==> src/rtl/rv32i_pkg.sv <==
// rv32i: shared RV32I types and helpers.
//   mem_op_e     - RAM/core memory operation encoding
//   funct3 consts - load/store width selectors
//   lsu_state_e  - load/store unit FSM states
//   load_extract - lane select plus sign/zero extension of a loaded word
//   store_merge  - insert store data into the addressed lane(s) of a word
package rv32i;

  localparam int unsigned XLEN = 32;

  typedef enum logic [1:0] {
    MEM_NONE  = 2'd0,
    MEM_LOAD  = 2'd1,
    MEM_STORE = 2'd2
  } mem_op_e;

  // Loads
  localparam logic [2:0] LB  = 3'b000;
  localparam logic [2:0] LH  = 3'b001;
  localparam logic [2:0] LW  = 3'b010;
  localparam logic [2:0] LBU = 3'b100;
  localparam logic [2:0] LHU = 3'b101;
  // Stores
  localparam logic [2:0] SB  = 3'b000;
  localparam logic [2:0] SH  = 3'b001;
  localparam logic [2:0] SW  = 3'b010;

  typedef enum logic [1:0] {
    LSU_IDLE      = 2'd0,
    LSU_LOAD_RESP = 2'd1,
    LSU_MERGE     = 2'd2,
    LSU_ACK       = 2'd3
  } lsu_state_e;

  // Pick the byte/halfword lane at off and extend it to XLEN bits.
  function automatic logic [XLEN-1:0] load_extract(
    input logic [XLEN-1:0] word,
    input logic [1:0]      off,
    input logic [2:0]      funct3
  );
    logic [7:0]      b;
    logic [15:0]     h;
    logic [XLEN-1:0] res;
    b = word[{off, 3'b000} +: 8];
    h = off[1] ? word[31:16] : word[15:0];
    case (funct3)
      LB:      res = {{24{b[7]}}, b};
      LH:      res = {{16{h[15]}}, h};
      LBU:     res = {24'd0, b};
      LHU:     res = {16'd0, h};
      default: res = word;
    endcase
    return res;
  endfunction

  // Overwrite the addressed lane(s) of word with the low bits of wdata.
  function automatic logic [XLEN-1:0] store_merge(
    input logic [XLEN-1:0] word,
    input logic [XLEN-1:0] wdata,
    input logic [1:0]      off,
    input logic [2:0]      funct3
  );
    logic [XLEN-1:0] res;
    res = word;
    case (funct3)
      SB: res[{off, 3'b000} +: 8] = wdata[7:0];
      SH: begin
        if (off[1]) res[31:16] = wdata[15:0];
        else        res[15:0]  = wdata[15:0];
      end
      default: res = wdata;
    endcase
    return res;
  endfunction

endpackage

==> src/rtl/lsu.sv <==
// lsu: load/store unit between the core memory stage and the word-addressed
// data RAM. Loads are extended, SW writes directly, SB/SH use a
// read-modify-write, and illegal/misaligned requests are answered with
// resp_err without touching the RAM.
// Ports:
//   clk, reset_n                 clock, async active-low reset
//   req_valid/req_ready          request handshake (ready only in IDLE)
//   req_op/req_funct3            operation and width
//   req_addr/req_wdata           byte address, right-aligned store data
//   resp_valid/resp_rdata/resp_err  one-cycle completion
//   ram_addr/ram_wdata/ram_mem_op   RAM request (RAM registers the address)
//   ram_rdata                    RAM read data, valid one cycle after ram_addr
module lsu
  import rv32i::*;
(
  input  logic            clk,
  input  logic            reset_n,
  input  logic            req_valid,
  output logic            req_ready,
  input  mem_op_e         req_op,
  input  logic [2:0]      req_funct3,
  input  logic [XLEN-1:0] req_addr,
  input  logic [XLEN-1:0] req_wdata,
  output logic            resp_valid,
  output logic [XLEN-1:0] resp_rdata,
  output logic            resp_err,
  output logic [XLEN-1:0] ram_addr,
  output logic [XLEN-1:0] ram_wdata,
  output mem_op_e         ram_mem_op,
  input  logic [XLEN-1:0] ram_rdata
);

  localparam int unsigned WADDR_W = XLEN - 2;

  lsu_state_e         r_state;
  lsu_state_e         w_next_state;
  logic [1:0]         r_off;
  logic [2:0]         r_funct3;
  logic [XLEN-1:0]    r_wdata;
  logic [WADDR_W-1:0] r_word_addr;
  logic               r_err;

  logic w_accept;
  logic w_is_load;
  logic w_is_store;
  logic w_bad_f3;
  logic w_misalign;
  logic w_err;

  assign w_is_load  = (req_op == MEM_LOAD);
  assign w_is_store = (req_op == MEM_STORE);

  // funct3 011/110/111 have no meaning for either loads or stores.
  assign w_bad_f3 = (req_funct3 == 3'b011) || (req_funct3[2:1] == 2'b11);

  // Halfword needs addr[0]==0, word needs addr[1:0]==00.
  assign w_misalign = ((req_funct3[1:0] == 2'b01) && req_addr[0]) ||
                      ((req_funct3[1:0] == 2'b10) && (req_addr[1:0] != 2'b00));

  assign w_err = !(w_is_load || w_is_store) || w_bad_f3 ||
                 (w_is_store && req_funct3[2]) || w_misalign;

  assign req_ready = (r_state == LSU_IDLE) && reset_n;
  assign w_accept  = req_valid && req_ready;

  // State register
  always_ff @(posedge clk or negedge reset_n) begin
    if (!reset_n) begin
      r_state <= LSU_IDLE;
    end else begin
      r_state <= w_next_state;
    end
  end

  // Request capture on acceptance
  always_ff @(posedge clk or negedge reset_n) begin
    if (!reset_n) begin
      r_off       <= 2'd0;
      r_funct3    <= 3'd0;
      r_wdata     <= '0;
      r_word_addr <= '0;
      r_err       <= 1'b0;
    end else if (w_accept) begin
      r_off       <= req_addr[1:0];
      r_funct3    <= req_funct3;
      r_wdata     <= req_wdata;
      r_word_addr <= req_addr[XLEN-1:2];
      r_err       <= w_err;
    end
  end

  // Next state, RAM port and response
  always_comb begin
    w_next_state = r_state;
    ram_addr     = {r_word_addr, 2'b00};
    ram_wdata    = '0;
    ram_mem_op   = MEM_NONE;
    resp_valid   = 1'b0;
    resp_rdata   = '0;
    resp_err     = 1'b0;

    case (r_state)
      LSU_IDLE: begin
        // RAM address follows the request so the read/write starts this cycle.
        ram_addr = {req_addr[XLEN-1:2], 2'b00};
        if (w_accept) begin
          if (w_err) begin
            w_next_state = LSU_ACK;
          end else if (w_is_load) begin
            ram_mem_op   = MEM_LOAD;
            w_next_state = LSU_LOAD_RESP;
          end else if (req_funct3 == SW) begin
            ram_mem_op   = MEM_STORE;
            ram_wdata    = req_wdata;
            w_next_state = LSU_ACK;
          end else begin
            // Sub-word store: fetch the word first, merge next cycle.
            ram_mem_op   = MEM_LOAD;
            w_next_state = LSU_MERGE;
          end
        end
      end

      LSU_LOAD_RESP: begin
        resp_valid   = 1'b1;
        resp_rdata   = load_extract(ram_rdata, r_off, r_funct3);
        w_next_state = LSU_IDLE;
      end

      LSU_MERGE: begin
        ram_mem_op   = MEM_STORE;
        ram_wdata    = store_merge(ram_rdata, r_wdata, r_off, r_funct3);
        w_next_state = LSU_ACK;
      end

      LSU_ACK: begin
        resp_valid   = 1'b1;
        resp_err     = r_err;
        w_next_state = LSU_IDLE;
      end

      default: w_next_state = LSU_IDLE;
    endcase
  end

endmodule

==> config.mk <==
export PLATFORM = sky130hd
export DESIGN_NAME = lsu
export DESIGN_NICKNAME = d
export VERILOG_FILES = /design/src/rtl/rv32i_pkg.sv /design/src/rtl/lsu.sv
export SDC_FILE = /design/constraint.sdc
export NUM_CORES = 1
export LEC_CHECK = 0
export ABC_CLOCK_PERIOD_IN_PS = 3100
export CAP_MARGIN = 20
export CORE_MARGIN = 5
export CORE_UTILIZATION = 44
export DETAILED_ROUTE_END_ITERATION = 10
export PLACE_DENSITY = 0.82
export SYNTH_ARGS = -nofsm -noshare
export SYNTH_HDL_FRONTEND = slang
export SYNTH_SLANG_ARGS = --single-unit
==> constraint.sdc <==
create_clock -name clk -period 3.1 [get_ports clk]
set_clock_uncertainty 0.15 [all_clocks]
set_input_delay 0.62 -clock clk [delete_from_list [all_inputs] [get_ports clk]]
set_output_delay 0.62 -clock clk [all_outputs]
set_load 0.02 [all_outputs]
==> results.json, run 1 <==
{
  "hpwl_um": 15600,
  "ctsLongestPathBuffers": 2,
  "dieArea_um2": 13200,
  "hold_viol": 0,
  "cpMaxStageDelayCell": "or4b_4",
  "hold_slack_ps": 292,
  "grt_max_degree": 51,
  "clkLatencyLatePin_ps": 350,
  "clkTransAtPathRegs_ps": 90,
  "arrival_ps": 2510,
  "finalSetupViolCount": 33,
  "numPortBuffers": 202,
  "initial_utilization": 0.447,
  "max_slew.worst_pin.slew_ps": 501,
  "slew_violations": 0,
  "drive_gt1_frac": 0.289,
  "antenna_found_initial": 1,
  "status": "finished with violations",
  "violations": "setup timing",
  "numCtsBuffers": 9,
  "slew_headroom": 0.666,
  "grtUsageTotal": 0.317,
  "grt_pass1_vias": 6072,
  "yosysWarnings": 0,
  "dieHeight_um": 115,
  "crit_type": "in -> out",
  "drv_cap": 0,
  "max_freq_mhz": 305,
  "rows": 38,
  "period_share": 1.06,
  "ys_seq_area_frac": 0.361,
  "ys_async_sr_fraction": 1.00,
  "cts_root_buf": "clkbuf_8",
  "cellLeakagePower_nw": 4.11,
  "p_per_area_nw_per_um2": 936,
  "vias_per_cell": 5.78,
  "synth_edf_count": 0,
  "postSynthRegisterBits": 70,
  "final_common_cell": "nand2_1",
  "crit_chain": "buf_8, inv_4, ha_4, or4b_4, or4_4, nor2_4, buf_12, a221o_1, buf_6",
  "drtAntennaViolNets": 0,
  "fin_crit_ps": 3280,
  "layout_setup_ws_ps": -175,
  "syn_inst": 614,
  "cp_max_fo": 8,
  "cts.sinks": 70,
  "synth_ff_type": "dfrtp_1",
  "io_pins": 205,
  "htree_levels": 3,
  "finalWirelength_um": 21600,
  "rsz0062_at_grt": "true",
  "avgSynthCellArea_um2": 7.89,
  "end_kind": "output port",
  "grt_pass1_wl_um": 32900,
  "dieWidth_um": 115,
  "max_stage_delay_ps": 520,
  "drtIter0Drc": 615,
  "cp_top_family": "simple AND/OR/NAND/NOR gates",
  "wl_per_cell_um": 20.6,
  "place_congestion": 0.994,
  "start_kind": "input port",
  "core_um2": 10800,
  "hp-class": "in -> async",
  "cts_tree": "done",
  "setup_tns_ps": -4410,
  "worst_ep_required_time_ps": 2330,
  "cts_hold_buffers": 0,
  "dr.pass1.iters": 6,
  "cp_num_buf_inv": 4,
  "most-common-layout-cells": "nand2_1 (179), clkdlybuf4s50_1 (125), buf_4 (110)",
  "synth_area_um2": 4850,
  "ys_types": 50,
  "max-vdd-ir-drop_uv": 619,
  "area.growth.synth_to_final_pct": 72.5,
  "vias": 6078,
  "drc": 0,
  "overflow": 0,
  "nNetsFinal": 1016
}
## sequential cells by signal, indices dropped and copies added, names as in the netlist
| name | count |
|---|---|
| r_err | 1 |
| r_wdata | 32 |
| r_off | 2 |
| r_funct3 | 3 |
| r_word_addr | 30 |
| r_state | 2 |
## worst paths after layout
path / from / cells past startpoint / slack (ps) / endpoint
max: req_op[1] / 9 / -180 / ram_wdata[10]
min: reset_n / 3 / 290 / r_funct3[1]$_DFFE_PN0P_
max reg2reg: r_state[1]$_DFFE_PN0P_ / 5 / 1250 / r_word_addr[15]$_DFFE_PN0P_
max in group asynchronous: reset_n / 4 / 1620 / r_word_addr[23]$_DFFE_PN0P_
min reg2reg: r_word_addr[21]$_DFFE_PN0P_ / 2 / 330 / r_word_addr[21]$_DFFE_PN0P_
min in group clk: r_word_addr[21]$_DFFE_PN0P_ / 2 / 330 / r_word_addr[21]$_DFFE_PN0P_
## cells by family after synthesis
group / Yosys count / share of synthesized area
simple gates: 264 / 0.240
buf+inv: 80 / 0.0689
mux: 35 / 0.0837
compound gates: 157 / 0.227
flops: 70 / 0.361
fa+ha+maj: 7 / 0.0181
other cells: 1 / 0.000774
## report_power, final
group	internal [W]	total (W)	switching (W)
registers	0.00134	0.00171	0.000370
logic	0.00252	0.00542	0.00290
clock network	0.000297	0.000688	0.000391
## worst register-to-register path: stages (launching register included)
cell      delay, ps
dfrtp_1         520
nor4bb_4        430
buf_4           270
buf_4           260
nand2_1          80
nand2_1          70
## cell usage after synthesis, types with 2 or more instances
cell type  number  area, um2
nand2_1       179        672
o2bb2ai_1       8       70.1
a22oi_1         7       52.6
o21ai_1        22        110
mux2_1          4       45.0
nand2b_1        7       43.8
o22ai_1        14       87.6
buf_2           9       45.0
a32oi_1         8       70.1
nor2b_1         2       12.5
nor3_1          8       40.0
inv_1          31        116
nor2_1         22       82.6
nor4_1          2       12.5
ha_1            7       87.6
buf_4           2       15.0
clkbuf_1       27        101
nor4bb_1        2       20.0
nand4_1         8       50.1
dfrtp_1        70       1750
and2_1         13       81.3
buf_1           9       33.8
buf_6           2       22.5
a21oi_1        35        175
a21o_1         27        203
a211oi_1        3       22.5
nand3_1        10       50.1
or3_1           2       12.5
a221o_1        17        170
a221oi_1        8       70.1
mux2_2         30        338
## routing by layer
layer  wire length (um)  GRT usage  part of all wire  up-vias
met5                  0          0                 0        -
met4                778      0.140             0.036        0
met3               2150     0.0674             0.099       60
met2              10400      0.515              0.48      388
met1               8340      0.408              0.39     2904
li1                   -          -                 -     2726
## timing repair
item | in CTS | in global routing
endpoints found under the hold margin | 0 | 0
pin swaps | 15 | 13
gates resized for setup | 333 | 41
buffers inserted | 15 | 1
endpoints found under the setup margin | 96 | 82
cloned | 2 | 0
## through the flow
| stage | utilization | setup WS, ps | instance area [um2] | std cells | total power (W) |
|---|---|---|---|---|---|
| 4_1_cts | 0.762 | -292 | 8260 | 1050 | 0.00759 |
| 2_1_floorplan | - | 51.8 | 4850 | 615 | 0.00433 |
| 6_report | 0.771 | -175 | 8360 | 1051 | 0.00782 |
| 3_5_place_dp | 0.712 | -1050 | 7720 | 1017 | 0.00664 |
| 3_3_place_gp | 0.712 | -1030 | 7720 | 1017 | 0.00654 |
| 5_1_grt | 0.771 | -218 | 8360 | 1051 | 0.00822 |
## layout make-up
type | count | area [um2]
repair buffers | 328 | 3070
multi-input cells | 465 | 3060
fillers | 763 | 2480
flip-flops and latches | 70 | 1750
well taps | 140 | 175
clock buffers | 10 | 128
inverters | 31 | 119
clock inverters | 6 | 46.3
diodes | 1 | 2.50
No activity file was read; power rests on OpenSTA's default activity.
==> run 2: changes to the inputs <==
--- a/config.mk
+++ b/config.mk
@@ -5,7 +5,7 @@
 export SDC_FILE = /design/constraint.sdc
 export NUM_CORES = 1
 export LEC_CHECK = 0
-export ABC_CLOCK_PERIOD_IN_PS = 3100
+export ABC_CLOCK_PERIOD_IN_PS = 3720
 export CAP_MARGIN = 20
 export CORE_MARGIN = 5
 export CORE_UTILIZATION = 44
==> constraint.sdc (replaced) <==
create_clock -name clk -period 3.72 [get_ports clk]
set_clock_uncertainty 0.15 [all_clocks]
set_input_delay 0.744 -clock clk [delete_from_list [all_inputs] [get_ports clk]]
set_output_delay 0.744 -clock clk [all_outputs]
set_load 0.02 [all_outputs]
==> run 2 against run 1 <==
The flow now finishes without violations. Die area unchanged. Critical path depth unchanged. Via count decreased by 8.5%. Routed wire length decreased by 12%. Largest cell class is now multi-input gates. Largest power group unchanged.
==> results.json, run 2 (same netlist as run 1, synthesis figures left out) <==
{
  "grt_pass1_wl_um": 29300,
  "drive_gt1_frac": 0.171,
  "dieWidth_um": 115,
  "initial_utilization": 0.447,
  "slew_violations": 0,
  "finalWirelength_um": 19000,
  "status": "complete, no violations",
  "hold_viol": 0,
  "drtIter0Drc": 565,
  "p_int_w": 0.00313,
  "rsz0062_at_grt": "false",
  "dieHeight_um": 115,
  "arrival_ps": 2760,
  "grt_max_degree": 72,
  "max_slew.worst_pin.slew_ps": 897,
  "diodes": 0,
  "worst_ep_required_time_ps": 2830,
  "drv_cap": 0,
  "fin_util": 0.681,
  "max-vdd-ir-drop_uv": 490,
  "max_freq_mhz": 274,
  "htree_levels": 3,
  "hold_slack_ps": 330,
  "ctsLongestPathBuffers": 2,
  "cellLeakagePower_nw": 3.92,
  "drc": 0,
  "numCtsBuffers": 9,
  "dieArea_um2": 13200,
  "total_power_w": 0.00587,
  "dp_slack_ps": -743,
  "fin_crit_ps": 3650,
  "wl_per_cell_um": 19.6,
  "cts.sinks": 70,
  "switchingPower_w": 0.00274,
  "dr.pass1.iters": 5,
  "p_seq_frac": 0.245,
  "vias": 5562,
  "numPortBuffers": 202,
  "cts_root_buf": "clkbuf_8",
  "regMostFlops": "r_wdata",
  "overflow": 0,
  "vias_per_cell": 5.73,
  "p_comb_frac": 0.639,
  "end_kind": "output port",
  "clkTransAtPathRegs_ps": 80,
  "io_pins": 205,
  "p_per_area_nw_per_um2": 795,
  "reg_top3": "r_wdata: 32 flops, r_word_addr: 30 flops, r_funct3: 3 flops",
  "holdPathStages": 2,
  "grt_pass1_vias": 5591,
  "area.growth.synth_to_final_pct": 52.4,
  "start_kind": "input port",
  "crit_type": "in -> out",
  "setup_tns_ps": 0,
  "hp-class": "reg -> reg",
  "finalSetupViolCount": 0,
  "antenna_found_initial": 0,
  "final_common_cell": "nand2_1",
  "clkLatencyLatePin_ps": 350,
  "core_um2": 10800,
  "rows": 38,
  "grtUsageTotal": 0.280,
  "most-common-layout-cells": "nand2_1 (179), clkdlybuf4s50_1 (138), dfrtp_1 (70)",
  "nNetsFinal": 938,
  "cts_tree": "done",
  "drtAntennaViolNets": 0,
  "hpwl_um": 14600,
  "place_congestion": 0.986,
  "slew_headroom": 0.402,
  "ff2ff_path_depth": 6,
  "sw_frac_of_total": 0.466,
  "clkPwrFrac": 0.115,
  "largest_reg_flops": 32,
  "period_share": 0.982,
  "cp_max_fo": 16,
  "layout_setup_ws_ps": 68.8
}
==> run 2: through the flow <==
stage | cells | area (um2)
final | 971 | 7380
after global routing | 971 | 7380
after global placement | 955 | 7240
after CTS | 971 | 7320
after detailed placement | 955 | 7240
after floorplan | 615 | 4850
==> run 2: power by group through the flow <==
stage / logic [W] / clock network [W] / registers (W)
after global placement: 0.00378 / 0 / 0.00142
after detailed placement: 0.00385 / 0 / 0.00143
after floorplan: 0.00230 / 0 / 0.00131
after global routing: 0.00405 / 0.000714 / 0.00148
final: 0.00375 / 0.000677 / 0.00144
after CTS: 0.00376 / 0.000683 / 0.00143
==> run 2: area by class of cell <==
class / count / area, um2
fill: 913 / 3460
sequential: 70 / 1750
multi-input combinational: 465 / 2810
tap: 140 / 175
clock inverter: 5 / 85.1
clock buffer: 10 / 128
timing repair buffer: 250 / 2320
inverter: 31 / 116
==> run 2: worst max-delay path, cell delays in order <==
cell	delay, ps
clkdlybuf4s15_2	190
ha_2	170
or4b_4	540
buf_4	150
or3_1	360
buf_6	170
o2bb2ai_1	150
a21o_1	110
buf_2	160
==> run 2: worst paths after layout <==
kind	start	endpoint	slack [ps]
max	req_op[0]	ram_wdata[5]	70
min	r_word_addr[1]$_DFFE_PN0P_	r_word_addr[1]$_DFFE_PN0P_	330
max reg2reg	r_state[0]$_DFFE_PN0P_	r_wdata[26]$_DFFE_PN0P_	1780
min reg2reg	r_word_addr[1]$_DFFE_PN0P_	r_word_addr[1]$_DFFE_PN0P_	330
max in group asynchronous	reset_n	r_wdata[4]$_DFFE_PN0P_	2330
min in group asynchronous	reset_n	r_state[0]$_DFFE_PN0P_	470
==> run 2: routing by layer <==
layer  vias to the layer above  wire length (um)  GRT usage
met4                         0               535     0.0923
li1                       2561                 -          -
met1                      2658              7490      0.359
met2                       303              9100      0.459
met5                         -                 0          0
met3                        40              1890     0.0763
==> run 2: repair_timing <==
item                       CTS  global route
gates resized for setup    152            26
buffers inserted             1             0
cloned                       0             0
setup endpoints to repair   34            36
pin swaps                    6             3
hold buffers                 0             0
==> run 3: changes to the inputs <==
--- a/config.mk
+++ b/config.mk
@@ -9,6 +9,7 @@
 export CAP_MARGIN = 20
 export CORE_MARGIN = 5
 export CORE_UTILIZATION = 44
+export CTS_CLUSTER_SIZE = 28
 export DETAILED_ROUTE_END_ITERATION = 10
 export PLACE_DENSITY = 0.82
 export SYNTH_ARGS = -nofsm -noshare
==> results of run 3 <==
Same layout as run 2: the final DEF is identical, and so are final timing and power.
